<file path="config.mk">
export PLATFORM = sky130hd
export DESIGN_NAME = motor_move_sched_flat
export DESIGN_NICKNAME = d
export VERILOG_FILES = /design/src/rtl/motor_move_sched_pkg.sv /design/src/rtl/motor_move_sched_if.sv /design/src/rtl/motor_move_sched_rate.sv /design/src/rtl/motor_move_sched.sv /design/src/flat_wrapper.sv
export SDC_FILE = /design/constraint.sdc
export NUM_CORES = 1
export LEC_CHECK = 0
export ABC_AREA = 1
export BUFFER_PORTS_ARGS = -buffer_cell sky130_fd_sc_hd__clkbuf_2
export CORE_MARGIN = 1
export CORE_UTILIZATION = 30
export DETAILED_ROUTE_END_ITERATION = 12
export PLACE_DENSITY_LB_ADDON = 0.08
export SLEW_MARGIN = 10
export SYNTH_ARGS = -nofsm -noshare
export SYNTH_HDL_FRONTEND = slang
export SYNTH_SLANG_ARGS = --single-unit
</file>
<file path="constraint.sdc">
create_clock -name clk -period 5 [get_ports clk]
set_clock_uncertainty 0.15 [all_clocks]
set_input_delay 0.25 -clock clk [delete_from_list [all_inputs] [get_ports clk]]
set_output_delay 0.25 -clock clk [all_outputs]
set_load 0.02 [all_outputs]
</file>
<file path="src/rtl/motor_move_sched_pkg.sv">
// Shared types and helpers for the stepper move scheduler.
// Holds the FSM state encoding, requester indices and the fixed-priority pick.
package motor_sched_pkg;

    typedef enum logic [1:0] {
        ST_IDLE   = 2'd0,
        ST_SETTLE = 2'd1,
        ST_RUN    = 2'd2,
        ST_DONE   = 2'd3
    } state_t;

    localparam int REQ_QR  = 0;
    localparam int REQ_GEO = 1;
    localparam int REQ_GPS = 2;

    localparam int MIN_PERIOD_DEF = 2;

    // Lowest index wins: QR over geo over gps.
    function automatic logic [1:0] pick_req(input logic [2:0] valid);
        if (valid[REQ_QR])       return 2'(REQ_QR);
        else if (valid[REQ_GEO]) return 2'(REQ_GEO);
        else                     return 2'(REQ_GPS);
    endfunction

    function automatic logic [2:0] lowest_one(input logic [2:0] valid);
        return valid & (~valid + 3'd1);
    endfunction

endpackage

</file>
<file path="src/rtl/motor_move_sched_if.sv">
// Request bus between the three move requesters and the scheduler.
// Slice i of req_steps/req_period belongs to requester i (0 QR, 1 geo, 2 gps).
interface motor_move_sched_if #(
    parameter int STEP_W = 16,
    parameter int PER_W  = 16
);
    logic [2:0]          req_valid;
    logic [2:0]          req_ready;
    logic [2:0]          req_dir;
    logic [3*STEP_W-1:0] req_steps;
    logic [3*PER_W-1:0]  req_period;

    modport master (
        output req_valid, req_dir, req_steps, req_period,
        input  req_ready
    );

    modport slave (
        input  req_valid, req_dir, req_steps, req_period,
        output req_ready
    );
endinterface

</file>
<file path="src/rtl/motor_move_sched_rate.sv">
// Step-period down-counter: tick when the count is 0 while running, then reload period-1.
// load takes priority and primes the counter so the first tick lands period cycles later.
module step_rate_gen #(
    parameter int PER_W = 16
) (
    input  logic             clk,
    input  logic             rst_n,
    input  logic             load,
    input  logic             run,
    input  logic [PER_W-1:0] period,
    output logic             tick
);
    logic [PER_W-1:0] cnt;

    // NOTE: clocked state uses non-blocking assignment so every register sees pre-edge values.
    always_ff @(posedge clk) begin
        if (!rst_n) begin
            cnt <= '0;
        end else if (load) begin
            cnt <= period - PER_W'(1);
        end else if (run) begin
            cnt <= (cnt == '0) ? period - PER_W'(1) : cnt - PER_W'(1);
        end
    end

    assign tick = run && (cnt == '0);

endmodule

</file>
<file path="src/rtl/motor_move_sched.sv">
// Move scheduler: grants one requester at a time and emits an exact number of step
// pulses at the latched period, after a fixed direction-settle gap.
module motor_move_sched
    import motor_sched_pkg::*;
#(
    parameter int STEP_W     = 16,
    parameter int PER_W      = 16,
    parameter int DIR_SETTLE = 8,
    parameter int MIN_PERIOD = MIN_PERIOD_DEF
) (
    input  logic              clk,
    input  logic              rst_n,
    motor_move_sched_if.slave req,
    input  logic              abort,
    output logic              step_pulse,
    output logic              step_dir,
    output logic              step_en,
    output logic              busy,
    output logic [1:0]        grant_id,
    output logic [STEP_W-1:0] steps_left,
    output logic              done,
    output logic              aborted
);
    localparam int SET_W = $clog2(DIR_SETTLE + 1);

    state_t             state, state_nxt;
    logic               dir_q;
    logic               abort_q;
    logic               end_by_abort;
    logic [PER_W-1:0]   period_q;
    logic [SET_W-1:0]   settle_cnt;

    logic               grant;
    logic [1:0]         sel;
    logic               sel_dir;
    logic [STEP_W-1:0]  sel_steps;
    logic [PER_W-1:0]   sel_period_raw;
    logic [PER_W-1:0]   sel_period;

    logic               tick;
    logic               rate_load;
    logic               rate_run;
    logic               last_step;

    // Request decode is only consumed on the grant cycle.
    always_comb begin
        sel            = pick_req(req.req_valid);
        grant          = (state == ST_IDLE) && (|req.req_valid);
        sel_dir        = req.req_dir[sel];
        sel_steps      = req.req_steps[int'(sel)*STEP_W +: STEP_W];
        sel_period_raw = req.req_period[int'(sel)*PER_W +: PER_W];
        sel_period     = (sel_period_raw < PER_W'(MIN_PERIOD)) ? PER_W'(MIN_PERIOD)
                                                                : sel_period_raw;
    end

    assign rate_run  = (state == ST_RUN);
    assign rate_load = (state == ST_SETTLE) && !abort
                       && (settle_cnt == SET_W'(DIR_SETTLE - 1));
    assign last_step = tick && (steps_left == STEP_W'(1));

    step_rate_gen #(.PER_W(PER_W)) u_rate (
        .clk    (clk),
        .rst_n  (rst_n),
        .load   (rate_load),
        .run    (rate_run),
        .period (period_q),
        .tick   (tick)
    );

    // NOTE: every output of this block gets a default first, so no path can infer a latch.
    always_comb begin
        state_nxt     = state;
        end_by_abort  = 1'b0;
        req.req_ready = '0;
        step_en       = 1'b0;
        step_dir      = dir_q;
        case (state)
            ST_IDLE: begin
                if (grant) begin
                    req.req_ready = lowest_one(req.req_valid);
                    step_en       = 1'b1;
                    step_dir      = sel_dir;
                    state_nxt     = (sel_steps == '0) ? ST_DONE : ST_SETTLE;
                end
            end
            ST_SETTLE: begin
                step_en = 1'b1;
                if (abort) begin
                    state_nxt    = ST_DONE;
                    end_by_abort = 1'b1;
                end else if (rate_load) begin
                    state_nxt = ST_RUN;
                end
            end
            ST_RUN: begin
                step_en = 1'b1;
                // A final pulse completes the move even if abort arrives with it.
                if (last_step) begin
                    state_nxt = ST_DONE;
                end else if (abort) begin
                    state_nxt    = ST_DONE;
                    end_by_abort = 1'b1;
                end
            end
            ST_DONE: begin
                state_nxt = ST_IDLE;
            end
            default: state_nxt = ST_IDLE;
        endcase
    end

    assign step_pulse = tick;
    assign busy       = (state != ST_IDLE);
    assign done       = (state == ST_DONE);
    assign aborted    = done && abort_q;

    always_ff @(posedge clk) begin
        if (!rst_n) begin
            state      <= ST_IDLE;
            dir_q      <= 1'b0;
            abort_q    <= 1'b0;
            period_q   <= '0;
            settle_cnt <= '0;
            steps_left <= '0;
            grant_id   <= '0;
        end else begin
            state <= state_nxt;
            if (grant) begin
                dir_q      <= sel_dir;
                period_q   <= sel_period;
                steps_left <= sel_steps;
                grant_id   <= sel;
                abort_q    <= 1'b0;
                settle_cnt <= '0;
            end
            if (state == ST_SETTLE) begin
                settle_cnt <= settle_cnt + SET_W'(1);
            end
            if (tick) begin
                steps_left <= steps_left - STEP_W'(1);
            end
            if (end_by_abort) begin
                abort_q <= 1'b1;
            end
        end
    end

endmodule
</file>
<file path="src/flat_wrapper.sv">
// flat-port wrapper written by rule: the top's interface ports become plain ports
module motor_move_sched_flat import motor_sched_pkg::*;
#(
    parameter int STEP_W     = 16,
    parameter int PER_W      = 16,
    parameter int DIR_SETTLE = 8,
    parameter int MIN_PERIOD = MIN_PERIOD_DEF
)
  (clk, rst_n, abort, step_pulse, step_dir, step_en, busy, grant_id, steps_left, done, aborted, req_req_valid, req_req_dir, req_req_steps, req_req_period, req_req_ready);
  motor_move_sched_if #(.STEP_W(STEP_W), .PER_W(PER_W)) req_i ();
  input  logic clk;
  input  logic rst_n;
  input  logic abort;
  output logic step_pulse;
  output logic step_dir;
  output logic step_en;
  output logic busy;
  output logic [1:0] grant_id;
  output logic [STEP_W-1:0] steps_left;
  output logic done;
  output logic aborted;
  input wire logic [$bits(req_i.req_valid)-1:0] req_req_valid;
  input wire logic [$bits(req_i.req_dir)-1:0] req_req_dir;
  input wire logic [$bits(req_i.req_steps)-1:0] req_req_steps;
  input wire logic [$bits(req_i.req_period)-1:0] req_req_period;
  output wire logic [$bits(req_i.req_ready)-1:0] req_req_ready;
  assign req_i.req_valid = req_req_valid;
  assign req_i.req_dir = req_req_dir;
  assign req_i.req_steps = req_req_steps;
  assign req_i.req_period = req_req_period;
  assign req_req_ready = req_i.req_ready;
  motor_move_sched #(.STEP_W(STEP_W), .PER_W(PER_W), .DIR_SETTLE(DIR_SETTLE), .MIN_PERIOD(MIN_PERIOD)) u_core (.clk(clk), .rst_n(rst_n), .req(req_i), .abort(abort), .step_pulse(step_pulse), .step_dir(step_dir), .step_en(step_en), .busy(busy), .grant_id(grant_id), .steps_left(steps_left), .done(done), .aborted(aborted));
endmodule
</file>
==> results.cfg <==
[run_status]
status = finished, final reports clean

[synthesis]
synth-async-reset-ratio_pct = 0
yosysUniqueCellTypes = 41
synth_cells = 755
synth-seq-cells = 58
synth-edff-count = 0
yosys.area.top_type = dfxtp_1
syn_nets = 870
synth.area.top_cells = dfxtp_1 (26%), nand2_1 (18%), nor2_1 (9.4%), inv_1 (6.4%), o21ai_0 (6.3%)
yosysMostFrequentCell = nand2_1
seq_area_frac_synth_pct = 26.0
synth-main-ff-cell = dfxtp_1
netlist_area_um2 = 4470
avgSynthCellArea_um2 = 5.92
synth.top_cells.by_count = nand2_1 (215), nor2_1 (112), inv_1 (76)
yosysWarnings = 0
yosys.area.top_type_share_pct = 26.0

[clocking]
cts_made_buffers = 9
cts_hold_buf = 0
cts_resized = 0
cts-root-buf = clkbuf_16
clkSlewWorstSetupHoldPaths_ns = 0.05
postCtsSetupBuffers = 0
clockBufferDepth = 2
htreeDepth = 3
cts.sinks = 58
clk_latency_ns = 0.34
cts_tree = done

[setup_path]
crit_chain = clkbuf_2, nor2_4, a21oi_4, inv_2, a211oi_2, nor2_1, clkbuf_2
cp_common_cell = clkbuf_2
required_ns = 4.60
reg2reg_depth = 9
criticalPathCategory = in -> out
cp_data_arrival_time_ns = 2.65
cp_num_buf_inv = 3
crit_cells = 7
crit_path_max_incr_delay_ns = 0.67
endpoint_kind = primary output
cp-start-kind = input pin
crit_slowest_cell = nor2_4
cp_max_fo = 34
crit_family = buffers and inverters

[finish]
antenna_cells = 0
area_growth_pct = 23.1
layout-drive-gt1-share_pct = 19.2
n_fill_cell = 1641
nets = 982

[detailed_routing]
via_per_inst = 4.83
remaining_drc_errors = 0
drt_iter0_markers = 225
drtAntennaViolNets = 0
vias = 5103
wl_per_cell_um = 13.8
drt_wl_total_um = 14600
firstDrtPassIters = 5

[run]
drv_cap = 0

[timing]
tightestPinTransition_ns = 1.09
final-hold-violation-count = 0
period_needed_ns = 3.05
max_slew_margin_pct = 27.5
whs_ns = 0.0834
rsz0062_at_grt = no
drv_slew = 0
setup_viol = 0
finalSetupTns_ns = 0
max_freq_mhz = 328
fin_crit_sh_pct = 61.0

[pwr]
p_sw_share_pct = 51.4
power_switching_uw = 1990
p_int_uw = 1880
clockPowerShare_pct = 17.4
power.leakage_uw = 0.00281
power_density_nw_per_um2 = 703
pwr-share-comb_pct = 60.8
peakVddDrop_mv = 0.307
sequentialPowerShare_pct = 21.8

[worst_hold_path]
holdCritPathClass = in -> reg
hold_depth = 3

[floorplanning]
dieWidth_um = 124
rows = 44
io-pin-count = 132
die_height_um = 124
dieArea_um2 = 15400
coreArea_um2 = 14500
start_util_pct = 30.8

[grt]
grt_pass1_vias = 4990
antenna_found_initial = 0
grt_overflow = 0
grt_pass1_wl_um = 24100
grt_usage_pct = 20.5
grt_start_max_net_pins = 35

[place]
gp_congestion = 0.859
numPortBuffers = 131
place_hpwl_um = 11500
==> layer usage <==
metal | wire [µm] | track usage [%] | share of wire (%) | up-vias
met5 | 0 | 0 | 0 | -
met3 | 670 | 4.21 | 4.6 | 22
met2 | 7340 | 36.9 | 50 | 121
li1 | - | - | - | 2645
met1 | 6350 | 24.0 | 43 | 2315
met4 | 265 | 6.47 | 1.8 | 0
==> final cells by class <==
type	instances	area (µm²)	share of cell area [%]
Sequential cell	58	1160	21.1
Timing Repair Buffer	131	656	11.9
Clock buffer	11	243	4.41
Inverter	81	304	5.52
Clock inverter	5	77.6	1.41
Tap cell	184	230	4.18
Multi-Input combinational cell	586	2830	51.5
==> power groups by stage <==
stage	combinational [µW]	clock [µW]	sequential [µW]
after floorplan	1820	0	856
after global placement	2350	0	852
after detailed placement	2360	0	852
after CTS	2380	684	844
after global routing	2700	702	877
final	2350	674	845
==> cell families (layout without fill, tap and decap cells) <==
| group | count (synthesis) | count (layout) | synth area share [%] |
|---|---|---|---|
| compound gates | 133 | 133 | 16.8 |
| flops | 58 | 58 | 26.0 |
| xor+xnor | 24 | 24 | 4.70 |
| fa+ha+maj | 10 | 10 | 2.80 |
| buf+inv | 111 | 228 | 10.7 |
| simple gates | 419 | 419 | 39.1 |
==> metrics by stage <==
stage	util (%)	cells	cell area, µm²	total power [µW]	setup WS (ns)
2_1_floorplan	-	755	4470	2670	2.97
6_report	37.9	1056	5500	3870	1.95
3_5_place_dp	35.7	1040	5180	3220	1.89
4_1_cts	37.9	1056	5500	3910	1.93
5_1_grt	37.9	1056	5500	4280	1.70
3_3_place_gp	35.7	1040	5180	3200	1.99
==> flip-flops by register name (all words and copies together), names as in the netlist <==
register           cells
u_core.abort_q         1
u_core.period_q       16
u_core.grant_id        2
u_core.steps_left     16
u_core.state           2
u_core.settle_cnt      4
u_core.u_rate.cnt     16
u_core.dir_q           1
==> placed cells by master, fill, tap and decap left out, types with 5 or more instances in the layout <==
master     netlist  layout
a211oi_1         8       8
a21oi_1         42      42
clkbuf_16        0       9
clkbuf_2         0     131
dfxtp_1         58      58
ha_1            10      10
inv_1           76      76
inv_2            5       5
nand2_1        215     215
nand3_1         55      55
nand3b_1         7       7
nand4_1          8       8
nor2_1         112     112
nor2_2           5       5
nor3_1           6       6
o21ai_0         56      56
o21ai_1         11      11
xnor2_1          7       7
xor2_1          17      17
==> worst register-to-register path: stages, from the launching register on <==
cell	delay [ns]
dfxtp_1	0.34
inv_1	0.12
ha_1	0.20
inv_1	0.15
a21oi_4	0.50
inv_2	0.42
nand2_1	0.21
inv_2	0.17
nand2_1	0.09
a21oi_1	0.07
==> final timing paths <==
check,start,to,slack [ns]
setup / recovery,req_req_valid[0],step_dir,1.95
hold / removal,req_req_dir[1],u_core.dir_q$_SDFF_PN0_,0.08
setup reg to reg,u_core.state[0]$_SDFFE_PN0P_,u_core.steps_left[4]$_SDFFE_PN0P_,2.42
hold reg to reg,u_core.grant_id[1]$_SDFFE_PN0P_,u_core.grant_id[1]$_SDFFE_PN0P_,0.33
No activity file was read; power rests on OpenSTA's default activity.
